===== src/rtl/dmem_port_arbiter_pkg.sv =====
// mem_arb_pkg: FSM state encodings and default bus widths for the memory port arbiter
package mem_arb_pkg;
  localparam int DEF_ADDR_W = 32;
  localparam int DEF_DATA_W = 32;
  typedef enum logic [1:0] {
    ST_IDLE = 2'd0,
    ST_DATA = 2'd1,
    ST_INST = 2'd2
  } state_t;
endpackage


===== src/rtl/dmem_port_arbiter_if.sv =====
// dmem_port_arbiter_if: req/ack memory bus between the arbiter (master) and the unified memory (slave)
interface dmem_port_arbiter_if import mem_arb_pkg::*; #(
  parameter int ADDR_W = DEF_ADDR_W,
  parameter int DATA_W = DEF_DATA_W
);
  logic              mem_req_o;
  logic              mem_we_o;
  logic [ADDR_W-1:0] mem_addr_o;
  logic [DATA_W-1:0] mem_wdata_o;
  logic              mem_ack_i;
  logic [DATA_W-1:0] mem_rdata_i;
  modport master (output mem_req_o, mem_we_o, mem_addr_o, mem_wdata_o, input mem_ack_i, mem_rdata_i);
  modport slave  (input mem_req_o, mem_we_o, mem_addr_o, mem_wdata_o, output mem_ack_i, mem_rdata_i);
endinterface


===== src/rtl/dmem_port_arbiter_sat_counter.sv =====
// arb_sat_counter: 32-bit counter with enable and synchronous load that sticks at all-ones
module arb_sat_counter (
  input  logic        clk_i,
  input  logic        rst_i,
  input  logic        i_en,
  input  logic        i_load,
  input  logic [31:0] i_load_val,
  output logic [31:0] o_cnt
);
  logic [31:0] r_cnt;
  always_ff @(posedge clk_i)
    if (rst_i) r_cnt <= '0;
    else if (i_load) r_cnt <= i_load_val;
    else if (i_en && !(&r_cnt)) r_cnt <= r_cnt + 32'd1;
  assign o_cnt = r_cnt;
endmodule


===== src/rtl/dmem_port_arbiter.sv =====
// dmem_port_arbiter: shares one memory port between IF fetches and MEM loads/stores, data first.
// Define ARB_PERF_CNT_EN to build the saturating stall-cycle counter behind perf_stall_cnt_o.
module dmem_port_arbiter import mem_arb_pkg::*; #(
  parameter int ADDR_W = DEF_ADDR_W,
  parameter int DATA_W = DEF_DATA_W
) (
  input  logic              clk_i,
  input  logic              rst_i,
  input  logic              if_req_i,
  input  logic [ADDR_W-1:0] if_addr_i,
  output logic [DATA_W-1:0] if_rdata_o,
  output logic              if_valid_o,
  input  logic              dm_read_i,
  input  logic              dm_write_i,
  input  logic [ADDR_W-1:0] dm_addr_i,
  input  logic [DATA_W-1:0] dm_wdata_i,
  output logic [DATA_W-1:0] dm_rdata_o,
  output logic              dm_valid_o,
  output logic              stall_o,
  dmem_port_arbiter_if.master mem,
  output logic [31:0]       perf_stall_cnt_o
);
  state_t            r_state, w_next;
  logic              r_req, r_we, r_if_valid, r_dm_valid, r_dm_done, r_if_done;
  logic [ADDR_W-1:0] r_addr;
  logic [DATA_W-1:0] r_wdata, r_if_rdata, r_dm_rdata;
  logic              w_dm_pend, w_start_dm, w_start_if, w_ack_dm, w_ack_if;
  always_comb begin
    w_dm_pend  = dm_read_i | dm_write_i;
    stall_o    = (w_dm_pend & ~r_dm_done) | (if_req_i & ~r_if_done);
    w_start_dm = (r_state == ST_IDLE) & w_dm_pend & ~r_dm_done;
    w_start_if = (r_state == ST_IDLE) & ~w_start_dm & if_req_i & ~r_if_done;
    w_ack_dm   = (r_state == ST_DATA) & mem.mem_ack_i;
    w_ack_if   = (r_state == ST_INST) & mem.mem_ack_i;
    w_next     = w_start_dm ? ST_DATA : w_start_if ? ST_INST : (w_ack_dm | w_ack_if) ? ST_IDLE : r_state;
  end
  always_ff @(posedge clk_i)
    r_state <= rst_i ? ST_IDLE : w_next;
  always_ff @(posedge clk_i) begin
    if (rst_i) begin
      r_req      <= 1'b0;
      r_we       <= 1'b0;
      r_addr     <= '0;
      r_wdata    <= '0;
      r_if_rdata <= '0;
      r_dm_rdata <= '0;
      r_if_valid <= 1'b0;
      r_dm_valid <= 1'b0;
      r_dm_done  <= 1'b0;
      r_if_done  <= 1'b0;
    end else begin
      r_if_valid <= w_ack_if;
      r_dm_valid <= w_ack_dm;
      r_dm_done  <= w_ack_dm | (r_dm_done & stall_o);
      r_if_done  <= w_ack_if | (r_if_done & stall_o);
      if (w_start_dm) begin
        r_req   <= 1'b1;
        r_we    <= dm_write_i;
        r_addr  <= dm_addr_i;
        r_wdata <= dm_wdata_i;
      end else if (w_start_if) begin
        r_req  <= 1'b1;
        r_we   <= 1'b0;
        r_addr <= if_addr_i;
      end else if (w_ack_dm | w_ack_if) r_req <= 1'b0;
      if (w_ack_dm & ~r_we) r_dm_rdata <= mem.mem_rdata_i;
      if (w_ack_if) r_if_rdata <= mem.mem_rdata_i;
    end
  end
  assign mem.mem_req_o   = r_req;
  assign mem.mem_we_o    = r_we;
  assign mem.mem_addr_o  = r_addr;
  assign mem.mem_wdata_o = r_wdata;
  assign if_rdata_o      = r_if_rdata;
  assign if_valid_o      = r_if_valid;
  assign dm_rdata_o      = r_dm_rdata;
  assign dm_valid_o      = r_dm_valid;
`ifdef ARB_PERF_CNT_EN
  arb_sat_counter u_perf (
    .clk_i     (clk_i),
    .rst_i     (rst_i),
    .i_en      (stall_o),
    .i_load    (1'b0),
    .i_load_val(32'd0),
    .o_cnt     (perf_stall_cnt_o)
  );
`else
  assign perf_stall_cnt_o = 32'd0;
`endif
endmodule


===== src/flat_wrapper.sv =====
// flat-port wrapper written by rule: the top's interface ports become plain ports
module dmem_port_arbiter_flat import mem_arb_pkg::*;
#(
  parameter int ADDR_W = DEF_ADDR_W,
  parameter int DATA_W = DEF_DATA_W
)
  (clk_i, rst_i, if_req_i, if_addr_i, if_rdata_o, if_valid_o, dm_read_i, dm_write_i, dm_addr_i, dm_wdata_i, dm_rdata_o, dm_valid_o, stall_o, perf_stall_cnt_o, mem_mem_req_o, mem_mem_we_o, mem_mem_addr_o, mem_mem_wdata_o, mem_mem_ack_i, mem_mem_rdata_i);
  dmem_port_arbiter_if #(.ADDR_W(ADDR_W), .DATA_W(DATA_W)) mem_i ();
  input  logic clk_i;
  input  logic rst_i;
  input  logic if_req_i;
  input  logic [ADDR_W-1:0] if_addr_i;
  output logic [DATA_W-1:0] if_rdata_o;
  output logic if_valid_o;
  input  logic dm_read_i;
  input  logic dm_write_i;
  input  logic [ADDR_W-1:0] dm_addr_i;
  input  logic [DATA_W-1:0] dm_wdata_i;
  output logic [DATA_W-1:0] dm_rdata_o;
  output logic dm_valid_o;
  output logic stall_o;
  output logic [31:0] perf_stall_cnt_o;
  output wire logic [$bits(mem_i.mem_req_o)-1:0] mem_mem_req_o;
  output wire logic [$bits(mem_i.mem_we_o)-1:0] mem_mem_we_o;
  output wire logic [$bits(mem_i.mem_addr_o)-1:0] mem_mem_addr_o;
  output wire logic [$bits(mem_i.mem_wdata_o)-1:0] mem_mem_wdata_o;
  input wire logic [$bits(mem_i.mem_ack_i)-1:0] mem_mem_ack_i;
  input wire logic [$bits(mem_i.mem_rdata_i)-1:0] mem_mem_rdata_i;
  assign mem_mem_req_o = mem_i.mem_req_o;
  assign mem_mem_we_o = mem_i.mem_we_o;
  assign mem_mem_addr_o = mem_i.mem_addr_o;
  assign mem_mem_wdata_o = mem_i.mem_wdata_o;
  assign mem_i.mem_ack_i = mem_mem_ack_i;
  assign mem_i.mem_rdata_i = mem_mem_rdata_i;
  dmem_port_arbiter #(.ADDR_W(ADDR_W), .DATA_W(DATA_W)) u_core (.clk_i(clk_i), .rst_i(rst_i), .if_req_i(if_req_i), .if_addr_i(if_addr_i), .if_rdata_o(if_rdata_o), .if_valid_o(if_valid_o), .dm_read_i(dm_read_i), .dm_write_i(dm_write_i), .dm_addr_i(dm_addr_i), .dm_wdata_i(dm_wdata_i), .dm_rdata_o(dm_rdata_o), .dm_valid_o(dm_valid_o), .stall_o(stall_o), .mem(mem_i), .perf_stall_cnt_o(perf_stall_cnt_o));
endmodule

===== config.mk =====
export PLATFORM = sky130hd
export DESIGN_NAME = dmem_port_arbiter_flat
export DESIGN_NICKNAME = d
export VERILOG_FILES = /design/src/rtl/dmem_port_arbiter_pkg.sv /design/src/rtl/dmem_port_arbiter_if.sv /design/src/rtl/dmem_port_arbiter_sat_counter.sv /design/src/rtl/dmem_port_arbiter.sv /design/src/flat_wrapper.sv
export SDC_FILE = /design/constraint.sdc
export NUM_CORES = 1
export LEC_CHECK = 0
export CAP_MARGIN = 15
export CELL_PAD_IN_SITES_DETAIL_PLACEMENT = 1
export CELL_PAD_IN_SITES_GLOBAL_PLACEMENT = 1
export CORE_ASPECT_RATIO = 1.75
export CORE_MARGIN = 8
export CORE_UTILIZATION = 30
export CTS_CLUSTER_DIAMETER = 150
export CTS_CLUSTER_SIZE = 40
export DETAILED_ROUTE_END_ITERATION = 12
export PLACE_DENSITY = 0.94
export RECOVER_POWER = 50
export SLEW_MARGIN = 20
export SYNTH_ARGS = -nofsm -noshare
export SYNTH_HDL_FRONTEND = slang
export SYNTH_SLANG_ARGS = --single-unit

===== constraint.sdc =====
create_clock -name clk_i -period 2.3 [get_ports clk_i]
set_input_delay 0.46 -clock clk_i [delete_from_list [all_inputs] [get_ports clk_i]]
set_output_delay 0.46 -clock clk_i [all_outputs]
set_load 0.01 [all_outputs]

# Word level (Yosys, flattened, before mapping)
# Cells that the tools add are included.
# totals
register_bits	136
inputBits	134
out_inout_bits	165
wordCells	50
# classes
n_eq_ne	2
muxes	10
bitwise	21
reduce_logical	5
# ops
cell	count
$mux 32	2
$and 1x1->1	12
$mux 1	6
$or 1x1->1	5
$mux 2	2
$not 1->1	4
$reduce_bool 2->1	2
$reduce_bool 3->1	1
$eq 2x1->1 const B	1
$eq 2x2->1 const B	1
$logic_not 2->1	1
$reduce_or 2->1	1

# Longest topological paths before layout
# Gate-level depths: netlist of run 1.
# logic_depth
depth_word	9
mapped_depth	6
ltp_nobuf	3

# Worst setup path before layout of run 1
# OpenSTA, ideal clock, no wires.
# synth_path
path_kind	input port to output port
start	input dm_write_i
end	output stall_o
t_arrival_ps	1079
slack_ps	761
path_stages	4
path_buffers	2
path_cell_list	o21bai_2 -> buf_2 -> buf_2 -> nand2_1
# synth_via
elab_chain_len	3
# synth_lines
item	line_no	source
from (decl)	flat_wrapper.sv:16	input logic dm_write_i;
$or 1x1->1	dmem_port_arbiter.sv:29	w_dm_pend = dm_read_i | dm_write_i;
$and 1x1->1	dmem_port_arbiter.sv:30	stall_o = (w_dm_pend & ~r_dm_done) | (if_req_i & ~r_if_done);
$or 1x1->1	dmem_port_arbiter.sv:30	
to (decl)	flat_wrapper.sv:21	output logic stall_o;
# Every way passes these cells.

# Final worst setup path of run 1
# Same ends and word-level chain as after synthesis.

==> results.md, run 1 <==
- Final wirelength: 24.5 mm
- Dpl hpwl: 17.6 mm
- # setup viols final: 0
- Routed via count: approximately 6300
- Ys async rst share: 0%
- CTS clock-pin slew for the worst setup and hold paths: approximately 0.060 ns
- First-pass GRT wire length: approximately 38 mm
- Clock sink total: between 100 and 150
- GPL Wtd Cong: ~0.76
- CP Capture Type: primary output
- Clock share of power: 40.5%
- Final Hold Fails: 0
- Met1 Use GR: roughly a fifth
- Met3 usage: 4.70%
- Status: completed
- Unrepaired setup endpoints after global routing: no
- Post-Synth XOR/XNOR Area: 0%
- Tot GR Track Use: approximately 20%
- Maximum VDD drop: 473 µV
- Syn Area/Cell: roughly 8.0 µm²
- Relative slew slack: a little under half
- Synth Flop Type: dfxtp_1
- Nets: 1093
- Die width: roughly 120 µm
- GR Util met2: between 30% and 40%
- Clk_lat worst skew: roughly 0.42 ns
- Vias in the first global route: between 6000 and 7000
- Setup Crit Path Kind: in2out
- Post-Synth Adder-Cell Area: 0%
- Hold_buf cts: 0
- Post-synth EDFFs: 0
- Quantity of I/O buffers inserted on ports: 266
- Post-CTS Setup Inserts: 0
- Remaining DRCs: 0
- WL/cell: just over 20 µm
- Cell class contributing the biggest share of worst-path delay: buffers and inverters
- Num rows: between 60 and 70
- Netlist cell types: 31
- Share of the synthesized area in compound gates (AO/OA/AOI/OAI): 25.1%
- Yosys Warn Count: 0
- Main combinational cell family by area after synthesis: compound AO/OA/AOI/OAI gates
- Overflow after GRT: 0
- Post_cts resized: 0
- Worst path arrival time: roughly 1.7 ns
- Fin Setup TNS: 0 ns
- IO Count: approximately 300
- CTS Buf Count: 17
- Initial core utilization: between 30% and 40%
- Seq pwr share: between 30% and 40%
- Largest net degree at the start of global routing: between 100 and 150
- Post-Syn Instances: 726
- Crit path buffers/inverters: 2
- Synthesized area: 5820 µm²
- Vias per inst: between 5 and 6
- Area leader, netlist: dfxtp_1
- Gate power share: between 20% and 30%
- Tcrit/Tclk final: a little over nine tenths
- Startpoint type of the worst setup path: primary input
- Die area: roughly 24000 µm²
- Sw Pwr: ~2100 µW
- Drt first pass iters: 4
- PwrDens: ~800 nW/µm²
- Core Box Area: approximately 19000 µm²
- MaxCap Viol Count: 0
- CTS tree: built
- Hold Path Class: reg2reg
- Critical-path cell list: clkdlybuf4s50_1, o21bai_4, nand2_1, clkdlybuf4s50_1
- Area growth syn-to-layout: 57.5%
- #FFs+latches synth: approximately 140
- Post-Synth Simple-Gate Area: 17.2%
- Tot Pwr: 7360 µW
- Crit-path max FO: 2
- Leakage: roughly 0.0035 µW
- CP required: approximately 1.8 ns
- Slew @ Worst Pin: approximately 0.79 ns
- Root buf cell: clkbuf_16
- Max incr delay on CP: around 0.54 ns
- Layout cells sized above 1: slightly above 6%
- Area contributors post-synth: dfxtp_1, a21oi_1, nand2_1
- Critical-path top delay cell: clkdlybuf4s50_1
- Iter 0 DRT Violations: ~430
- Tmin final: between 2 and 2.5 ns
- Worst path most repeated cell: clkdlybuf4s50_1
- Sequential share of the synthesized area: roughly 47%
- H-Tree Depth: 4
- Clock skew: around 0.009 ns
- Max Clock Freq: about 460 MHz
- Final ANT Viol Nets: 0
- Top-area cell type share of the netlist area: around 47%
- Max clock buf depth: 2
- Cell-internal power: between 5000 and 6000 µW
- Die height: approximately 200 µm
- Sw frac: between 20% and 30%
- Post-synthesis mux area share: 0%
- Gr busiest metal: met2
- Initial antenna violation count: 1
- Pins Over Slew Limit: 0
-- cell usage after synthesis (all sizes together) (2+ instances only) --
cell type  count
o21ai         66
buf           76
a21oi        163
dfxtp        136
o221ai        32
nand3b         3
inv            2
nand2        134
clkbuf        29
nor2           6
or3           32
nand3         33
-- registers in the layout (all words and copies together) (netlist names) --
| signal | cells |
|---|---|
| u_core.dm_rdata_o | 32 |
| u_core.dm_valid_o | 1 |
| u_core.if_rdata_o | 32 |
| u_core.if_valid_o | 1 |
| u_core.mem.mem_addr_o | 32 |
| u_core.mem.mem_req_o | 1 |
| u_core.mem.mem_wdata_o | 32 |
| u_core.mem.mem_we_o | 1 |
| u_core.r_dm_done | 1 |
| u_core.r_if_done | 1 |
| u_core.r_state | 2 |
-- worst paths after layout --
kind | end | start | cells after the start | slack (ns)
worst min register to register | u_core.if_rdata_o[4] | u_core.if_rdata_o[4] | 2 | 0.45
worst max register to register | u_core.if_rdata_o[31] | u_core.r_state[1] | 5 | 0.27
worst max-delay path | stall_o | dm_write_i | 4 | 0.13
worst min-delay path | u_core.if_rdata_o[4] | u_core.if_rdata_o[4] | 2 | 0.45
-- worst reg2reg max path: stages, from the launching register on --
cell and delay, ns:
dfxtp_1 0.62, clkbuf_2 0.54, and3b_1 0.32, buf_12 0.22, nand2_1 0.12, a21oi_1 0.15
-- metal layers --
metal | wire length (µm) | vias up
li1 | - | 2944
met1 | 8730 | 3036
met2 | 13400 | 240
met3 | 1390 | 50
met4 | 1010 | 0
met5 | 0 | -
-- cells in the final DEF, fill, tap and decap left out, types with 5 or more instances in the layout --
master,n
a21oi_1,163
buf_12,8
buf_4,11
clkbuf_16,17
clkdlybuf4s50_1,200
conb_1,32
dfxtp_1,136
dlygate4sd3_1,65
nand2_1,134
nand3_1,33
nor2_1,5
o21ai_0,66
o221ai_1,32
or3_1,32
-- kinds of logic (layout without fill, tap and decap cells) --
kind of cell | Yosys count | in the layout
AOI/OAI and AO/OA | 265 | 265
and+or+nand+nor | 217 | 217
DFF | 136 | 136
buffers and inverters | 107 | 322
other | 1 | 33
-- cell type report --
class / count / area [µm²]
fill: 2259 / 9940
timing repair buffer: 288 / 2910
sequential: 136 / 2720
multi-input combinational: 514 / 2580
clock buffer: 21 / 470
tap: 241 / 302
clock inverter: 11 / 169
inverter: 2 / 7.51
antenna: 1 / 2.50
-- power by group through the flow --
stage	sequential, µW	clock [µW]	combinational (µW)
2_1_floorplan	2830	0	748
3_3_place_gp	2740	0	1680
3_5_place_dp	2760	0	1710
4_1_cts	2710	3050	1730
5_1_grt	2730	3150	1810
6_report	2710	2980	1680
-- through the flow --
step           setup slack, ns  std cells  instance area (µm²)  util, %  hold WS (ns)
2_1_floorplan            0.761        757                 5940        -         0.447
3_3_place_gp             0.116       1181                 8560     44.8         0.441
3_5_place_dp             0.107       1181                 8560     44.8         0.447
4_1_cts                 0.0956       1213                 9200     48.1         0.455
5_1_grt                 0.0462       1214                 9170     48.0         0.473
6_report                 0.126       1214                 9170     48.0         0.451
Power figures use the tool's default switching activity.
==> run 2, diff against run 1 <==
--- a/config.mk
+++ b/config.mk
@@ -5,16 +5,17 @@
 export SDC_FILE = /design/constraint.sdc
 export NUM_CORES = 1
 export LEC_CHECK = 0
+export ABC_AREA = 1
 export CAP_MARGIN = 15
 export CELL_PAD_IN_SITES_DETAIL_PLACEMENT = 1
 export CELL_PAD_IN_SITES_GLOBAL_PLACEMENT = 1
 export CORE_ASPECT_RATIO = 1.75
 export CORE_MARGIN = 8
-export CORE_UTILIZATION = 30
+export CORE_UTILIZATION = 28
 export CTS_CLUSTER_DIAMETER = 150
 export CTS_CLUSTER_SIZE = 40
 export DETAILED_ROUTE_END_ITERATION = 12
-export PLACE_DENSITY = 0.94
+export PLACE_DENSITY = 0.92
 export RECOVER_POWER = 50
 export SLEW_MARGIN = 20
 export SYNTH_ARGS = -nofsm -noshare
==> run 2 against run 1 <==
  * Clock skew fell by 0.00055 ns
  * Worst setup slack improved by 0.11 ns
  * Hold slack gained 0.017 ns
  * Count of clock-buffer cells in the layout fell by 3
  * Die area increased by 4.5%
  * Via count decreased by 3.8%
  * Fmax grew 5.3%
  * Final cell count is 11% higher
==> results.md, run 2 <==
- Status: completed (unchanged)
- Overflow after GRT: 0 (unchanged)
- #FFs+latches synth: 136 (unchanged)
- Area contributors post-synth: dfxtp_1, nor2_1, nand2_1 (was dfxtp_1, a21oi_1, nand2_1)
- Quantity of I/O buffers inserted on ports: 266 (unchanged)
- Leakage: 0.00414 µW (was 0.00349 µW)
- Most common cell after layout, fill and taps aside: clkdlybuf4s50_1 (unchanged)
- Ys async rst share: 0% (unchanged)
- Die width: 124 µm (was 121 µm)
- Critical-path top delay cell: clkdlybuf4s50_1 (unchanged)
- Vias per inst: 4.49 (was 5.16)
- Synthesized area: 5710 µm² (was 5820 µm²)
- Hold Path Class: reg2reg (unchanged)
- Seq pwr share: 35.8% (was 36.8%)
- Layout cells sized above 1: 4.76% (was 6.17%)
- Relative slew slack: 15.4% (was 47.3%)
- Critical-path cell list: clkdlybuf4s50_1, inv_1, nand2_1, nand2_1, nand2_2, dlygate4sd2_1 (was clkdlybuf4s50_1, o21bai_4, nand2_1, clkdlybuf4s50_1)
- Dpl hpwl: 17.1 mm (was 17.6 mm)
- Cell class contributing the biggest share of worst-path delay: buffers and inverters (unchanged)
- Crit-path max FO: 2 (unchanged)
- Crit path buffers/inverters: 3 (was 2)
- Final Hold Fails: 0 (unchanged)
- Max Used Layer: met5 (was met4)
- Core Box Area: 20200 µm² (was 19100 µm²)
- Slew @ Worst Pin: 1.27 ns (was 0.791 ns)
- CTS clock-pin slew for the worst setup and hold paths: 0.06 ns (about the same)
- Post_cts resized: 1 (was 0)
- Register Area: 2720 µm² (unchanged)
- Setup Crit Path Kind: in2out (unchanged)
- Instance count on the critical path: 6 (was 4)
- Largest net degree at the start of global routing: 97 (was 105)
- Startpoint type of the worst setup path: primary input (unchanged)
- # setup viols final: 0 (unchanged)
- Pins Over Slew Limit: 0 (unchanged)
- Sequential share of the synthesized area: 47.7% (was 46.7%)
- DRT met1 WL: 7.98 mm (was 8.73 mm)
- Synth Flop Type: dfxtp_1 (unchanged)
- Tcrit/Tclk final: 89.8% (was 94.5%)
- IO Count: 299 (unchanged)
- MaxCap Viol Count: 0 (unchanged)
- Initial antenna violation count: 3 (was 1)
- Final wirelength: 22.9 mm (was 24.5 mm)
- Final ANT Viol Nets: 0 (unchanged)
- Drt first pass iters: 4 (unchanged)
- Tmin final: 2.07 ns (was 2.17 ns)
- CP required: 1.84 ns (about the same)
- First-pass GRT wire length: 35.1 mm (was 37.6 mm)
- Nets: 1214 (was 1093)
- Top cells by count, synth: nor2_1, nand2_1, dfxtp_1 (was a21oi_1, dfxtp_1, nand2_1)
- Met2 WL: 12.1 mm (was 13.4 mm)
- PwrDens: 839 nW/µm² (was 803 nW/µm²)
- Clk_lat worst skew: 0.41 ns (was 0.42 ns)
- Vias in the first global route: 6652 (was 6814)
- Netlist cell types: 20 (was 31)
- Sw Pwr: 2200 µW (was 2080 µW)
- Most frequent cells in the layout: clkdlybuf4s50_1, nor2_1, nand2_1, dfxtp_1, inv_1 (was clkdlybuf4s50_1, a21oi_1, dfxtp_1, nand2_1, o21ai_0)
- Clock share of power: 39.9% (was 40.5%)
- Top-area cell type share of the netlist area: 47.7% (was 46.7%)
- GPL Wtd Cong: 0.807 (was 0.762)
- Post-synth EDFFs: 0 (unchanged)
- Clock sink total: 136 (unchanged)
- Cell-internal power: 5460 µW (was 5280 µW)
- Gate power share: 24.3% (was 22.8%)
- Fin Setup TNS: 0 ns (unchanged)
- Unrepaired setup endpoints after global routing: no (unchanged)
- Clock skew: 0.00848 ns (was 0.00904 ns)
- Worst setup margin: 0.234 ns (was 0.126 ns)
- Sw frac: 28.7% (was 28.3%)
- Most frequent cell after synthesis: nor2_1 (was a21oi_1)
- Fill count: 2506 (was 2259)
- Tot GR Track Use: 17.9% (was 19.7%)
- Num rows: 69 (was 67)
- Pre-CTS setup slack: -0.0649 ns (was 0.107 ns)
- Wire length on met3: 1.61 mm (was 1.39 mm)
- Area growth syn-to-layout: 60.0% (was 57.5%)
- H-Tree Depth: 4 (unchanged)
- Final Util: 45.2% (was 48.0%)
- Root buf cell: clkbuf_16 (unchanged)
- Remaining DRCs: 0 (unchanged)
- Yosys Warn Count: 0 (unchanged)
- Max clock buf depth: 2 (unchanged)
- Area leader, netlist: dfxtp_1 (unchanged)
- Initial core utilization: 28.3% (was 30.5%)
- Hold Path Cell Cnt: 2 (unchanged)
- R2R cell count: 5 (unchanged)
- Maximum VDD drop: 506 µV (was 473 µV)
- CTS Buf Count: 17 (unchanged)
- Dpl cell area: 8500 µm² (was 8560 µm²)
- Area of the multi-input gates: 2340 µm² (was 2580 µm²)
- WL/cell: 17.1 µm (was 20.2 µm)
- Worst path most repeated cell: nand2_1 (was clkdlybuf4s50_1)
- Post-CTS Setup Inserts: 0 (unchanged)
- CTS tree: built (unchanged)
- Final Cell Area: 9140 µm² (was 9170 µm²)
- Syn Area/Cell: 6.88 µm² (was 8.02 µm²)
- Hold_buf cts: 0 (unchanged)
- Post-Syn Instances: 830 (was 726)
- Routed via count: 6031 (was 6270)
- Die height: 205 µm (was 200 µm)
- Worst path arrival time: 1.61 ns (was 1.71 ns)
- Tot Pwr: 7660 µW (was 7360 µW)
- Die area: 25400 µm² (was 24300 µm²)
- Iter 0 DRT Violations: 158 (was 434)
- Max Clock Freq: 484 MHz (was 460 MHz)
- CP Capture Type: primary output (unchanged)
- Max incr delay on CP: 0.48 ns (was 0.54 ns)
## run 2: changes by cell type after synthesis, sizes merged, moves of 2 or more
cell	before	now
o221ai	32	0
nor2	6	228
nand3	33	35
nand2	134	170
clkbuf	29	21
or3	32	0
inv	2	74
buf	76	60
a21oi	163	38
nand3b	3	0
## run 2: path summary, 6_finish.rpt
kind,startpoint,slack [ns],endpoint
worst max-delay path,dm_write_i,0.23,stall_o
worst min register to register,u_core.mem.mem_wdata_o[7],0.47,u_core.mem.mem_wdata_o[7]
worst min-delay path,u_core.mem.mem_wdata_o[7],0.47,u_core.mem.mem_wdata_o[7]
worst max register to register,u_core.r_state[1],0.45,u_core.if_rdata_o[29]
## run 2: power groups by stage
stage / combinational, µW / sequential, µW / clock (µW)
finish: 1860 / 2740 / 3060
global route: 2070 / 2770 / 3240
CTS: 1930 / 2750 / 3140
detailed placement: 1920 / 2800 / 0
global placement: 1860 / 2780 / 0
floorplan: 813 / 2890 / 0
## run 2: stage by stage
stage,hold slack (ns),instances
after floorplan,0.441,861
after global placement,0.451,1309
after global routing,0.487,1343
after CTS,0.472,1341
after detailed placement,0.462,1309
final,0.468,1344
## run 2: cell families after synthesis
family	after synthesis	synth area share, %
and+or+nand+nor	435	30.2
buffers and inverters	155	13.0
DFF	136	47.7
AOI/OAI and AO/OA	103	9.03
other	1	0.0657
## run 2: layout make-up
cell class	instances	area share (%)
clock buffer	18	4.81
inverter	74	3.04
clock inverter	14	2.42
sequential	136	29.8
multi-input combinational	570	25.6
antenna	3	0.0822
timing repair buffer	281	30.9
tap	248	3.40
## run 2: routing by layer
layer / global-route usage (%) / up-vias
met5: 0 / -
met4: 10.9 / 2
met3: 5.33 / 58
met2: 32.9 / 213
met1: 16.7 / 2792
li1: - / 2966
## run 2: worst register-to-register path, stage by stage (launching register included)
cell and delay (ns):
dfxtp_1 0.42, inv_1 0.09, nor3_1 0.23, inv_1 0.57, nor2_1 0.35, nor2_1 0.07
==> run 3, diff against run 2 <==
--- a/config.mk
+++ b/config.mk
@@ -15,9 +15,10 @@
 export CTS_CLUSTER_DIAMETER = 150
 export CTS_CLUSTER_SIZE = 40
 export DETAILED_ROUTE_END_ITERATION = 12
-export PLACE_DENSITY = 0.92
+export PLACE_DENSITY = 0.93
 export RECOVER_POWER = 50
 export SLEW_MARGIN = 20
 export SYNTH_ARGS = -nofsm -noshare
 export SYNTH_HDL_FRONTEND = slang
+export SYNTH_HIERARCHICAL = 1
 export SYNTH_SLANG_ARGS = --single-unit
==> run 3 against run 2 <==
  * Register-to-register slack worse by 0.04 ns
  * Critical path depth is 1 lower
  * Total power is 0.31% higher
  * Largest power group unchanged
  * Flip-flop and latch count stayed put
  * Combinational power is 8% higher
  * Clock skew is 0.00087 ns higher
  * Hold slack worse by 0.0028 ns
  * Die area is 0.30% lower
  * Final cell count is 0.15% higher
  * Worst setup slack better by 0.014 ns
  * First-iteration DRC count is 10% lower
  * Non-clock buffer count is 4 higher
==> results.md, run 3 <==
- Status: completed (unchanged)
- CP Capture Type: flip-flop (was primary output)
- Nets: 1218 (was 1214)
- Seq pwr share: 35.9% (was 35.8%)
- Layout cells sized above 1: 5.20% (was 4.76%)
- Drt first pass iters: 4 (unchanged)
- Sequential share of the synthesized area: 47.8% (was 47.7%)
- Critical-path cell list: dlygate4sd3_1, inv_1, clkbuf_4, nand2_1, nor2_1 (was clkdlybuf4s50_1, inv_1, nand2_1, nand2_1, nand2_2, dlygate4sd2_1)
- Final wirelength: 23.7 mm (was 22.9 mm)
- Reg2reg end: u_core/dm_rdata_o[1] (was u_core.if_rdata_o[29])
- Tot GR Track Use: 18.6% (was 17.9%)
- Vias in the first global route: 6828 (was 6652)
- Core Box Area: 20100 µm² (was 20200 µm²)
- Final ANT Viol Nets: 0 (unchanged)
- Final Hold Fails: 0 (unchanged)
- Dpl hpwl: 17.6 mm (was 17.1 mm)
- Top-area cell type share of the netlist area: 47.8% (was 47.7%)
- # setup viols final: 0 (unchanged)
- Die width: 124 µm (about the same)
- Ys async rst share: 0% (unchanged)
- Overflow after GRT: 0 (unchanged)
- Clk_lat worst skew: 0.42 ns (was 0.41 ns)
- Slew @ Worst Pin: 0.911 ns (was 1.27 ns)
- CTS tree: built (unchanged)
- Most common cell after layout, fill and taps aside: clkdlybuf4s50_1 (unchanged)
- First-pass GRT wire length: 36.3 mm (was 35.1 mm)
- Routed via count: 6064 (was 6031)
- Tcrit/Tclk final: 89.2% (was 89.8%)
- Vias per inst: 4.51 (was 4.49)
- Met1 Use GR: 16.8% (was 16.7%)
- Initial core utilization: 28.3% (about the same)
- Final Cell Area: 9150 µm² (was 9140 µm²)
- Post-CTS Setup Inserts: 0 (unchanged)
- Hold Path Cell Cnt: 2 (unchanged)
- Post-synth EDFFs: 0 (unchanged)
- Synth Flop Type: dfxtp_1 (unchanged)
- WHS Endpoint: u_core/mem.mem_wdata_o[12] (was u_core.mem.mem_wdata_o[7])
- MaxCap Viol Count: 0 (unchanged)
- Gate power share: 26.1% (was 24.3%)
- Initial antenna violation count: 1 (was 3)
- Most frequent cell after synthesis: nor2_1 (unchanged)
- Gr busiest metal: met2 (unchanged)
- H-Tree Depth: 4 (unchanged)
- Clock sink total: 136 (unchanged)
- Tmin final: 2.05 ns (was 2.07 ns)
- Startpoint type of the worst setup path: primary input (unchanged)
- Met3 usage: 4.75% (was 5.33%)
- Dpl cell area: 8550 µm² (was 8500 µm²)
- Die height: 205 µm (about the same)
- Sw frac: 29.8% (was 28.7%)
- Netlist cell types: 20 (unchanged)
- Top cells by count, synth: nor2_1, nand2_1, dfxtp_1 (unchanged)
- Die area: 25300 µm² (was 25400 µm²)
- Cell class contributing the biggest share of worst-path delay: buffers and inverters (unchanged)
- Root buf cell: clkbuf_16 (unchanged)
- WL/cell: 17.6 µm (was 17.1 µm)
- Synthesized area: 5690 µm² (was 5710 µm²)
- Syn Area/Cell: 6.86 µm² (was 6.88 µm²)
- Largest net degree at the start of global routing: 41 (was 97)
- CP required: 2.63 ns (was 1.84 ns)
- Max incr delay on CP: 0.58 ns (was 0.48 ns)
- Critical-path top delay cell: clkbuf_4 (was clkdlybuf4s50_1)
- Area leader, netlist: dfxtp_1 (unchanged)
- Clock share of power: 38.0% (was 39.9%)
- Cell-internal power: 5390 µW (was 5460 µW)
- IO Count: 299 (unchanged)
- Max Clock Freq: 487 MHz (was 484 MHz)
- Leakage: 0.00417 µW (was 0.00414 µW)
- Post-Syn Instances: 830 (unchanged)
- Area contributors post-synth: dfxtp_1, nor2_1, nand2_1 (unchanged)
- PwrDens: 840 nW/µm² (was 839 nW/µm²)
- GPL Wtd Cong: 0.828 (was 0.807)
- Hold WS: 0.465 ns (was 0.468 ns)
- Remaining DRCs: 0 (unchanged)
- Yosys Warn Count: 6 (was 0)
- CTS Buf Count: 17 (unchanged)
- Iter 0 DRT Violations: 142 (was 158)
- Maximum VDD drop: 511 µV (was 506 µV)
- Post_cts resized: 1 (unchanged)
- Final Util: 45.5% (was 45.2%)
- GR Util met2: 35.9% (was 32.9%)
- Quantity of I/O buffers inserted on ports: 266 (unchanged)
- Area growth syn-to-layout: 60.8% (was 60.0%)
- Pins Over Slew Limit: 0 (unchanged)
- Num rows: 69 (unchanged)
- #FFs+latches synth: 136 (unchanged)
- Most frequent cells in the layout: clkdlybuf4s50_1, nor2_1, nand2_1, dfxtp_1, inv_1 (unchanged)
- Max clock buf depth: 2 (unchanged)
- Worst R2R Start: u_core/r_state[0] (was u_core.r_state[1])
- Register-to-register setup slack: 0.41 ns (was 0.45 ns)
- CTS clock-pin slew for the worst setup and hold paths: 0.06 ns (about the same)
- Worst path arrival time: 2.38 ns (was 1.61 ns)
- Crit path buffers/inverters: 3 (unchanged)
- Crit-path max FO: 40 (was 2)
- Hold Path Class: reg2reg (unchanged)
- Clock skew: 0.00936 ns (was 0.00848 ns)
- HP Start: u_core/mem.mem_wdata_o[12] (was u_core.mem.mem_wdata_o[7])
- Unrepaired setup endpoints after global routing: no (unchanged)
- Hold_buf cts: 0 (unchanged)
- Relative slew slack: 39.3% (was 15.4%)
- Sw Pwr: 2290 µW (was 2200 µW)
- Setup Crit Path Kind: in2reg (was in2out)
- R2R cell count: 6 (was 5)
-- run 3: cells by family (layout without fill, tap and decap cells) --
| logic type | Yosys count | after routing | synth area share (%) |
|---|---|---|---|
| simple gates | 438 | 438 | 30.2 |
| buf+inv | 153 | 389 | 12.9 |
| flops | 136 | 136 | 47.8 |
| compound gates | 102 | 102 | 8.97 |
| other cells | 1 | 33 | 0.0659 |
-- run 3: tightest hold or removal path, stage by stage, from the launching register on --
cell and delay, ns:
dfxtp_1 0.31, nand2_1 0.06, a21oi_1 0.05
-- run 3: worst max-delay path by stage --
stage / end / slack (ns) / depth (start not counted) / from
floorplan: stall_o / 0.83 / 5 / dm_read_i
global placement: stall_o / -0.05 / 6 / dm_write_i
detailed placement: u_core/mem.mem_addr_o[23] / -0.07 / 11 / dm_write_i
CTS: stall_o / 0.23 / 6 / dm_write_i
global route: u_core/dm_rdata_o[1] / 0.08 / 7 / mem_mem_ack_i
finish: u_core/mem.mem_addr_o[23] / 0.25 / 5 / rst_i
-- run 3: power groups by stage --
stage               sequential [µW]  clock, µW  combinational [µW]
floorplan                      2920          0                 845
global placement               2800          0                1990
detailed placement             2810          0                2040
CTS                            2770       3010                2070
global route                   2790       3090                2200
finish                         2760       2920                2000
-- run 3: layout make-up --
| class | instances | area (µm²) |
|---|---|---|
| fill | 2503 | 11000 |
| timing repair buffer | 285 | 2870 |
| sequential | 136 | 2720 |
| multi-input combinational | 572 | 2340 |
| clock buffer | 17 | 425 |
| tap | 248 | 310 |
| inverter | 72 | 270 |
| clock inverter | 15 | 203 |
| antenna | 1 | 2.50 |
-- run 3: metal layers --
| layer | share of wire [%] | vias up |
|---|---|---|
| met5 | 0 | - |
| met4 | 4.3 | 0 |
| met3 | 6.2 | 46 |
| met2 | 55 | 202 |
| met1 | 34 | 2845 |
| li1 | - | 2971 |
-- run 3: stage by stage --
| step | worst slack (ns) | setup TNS (ns) | power [µW] | instances |
|---|---|---|---|---|
| final | 0.248 | 0 | 7680 | 1346 |
| after global routing | 0.0818 | 0 | 8090 | 1346 |
| after CTS | 0.227 | 0 | 7840 | 1345 |
| after global placement | -0.0500 | -0.0570 | 4780 | 1313 |
| after detailed placement | -0.0713 | -1.29 | 4860 | 1313 |
| after floorplan | 0.828 | 0 | 3760 | 861 |
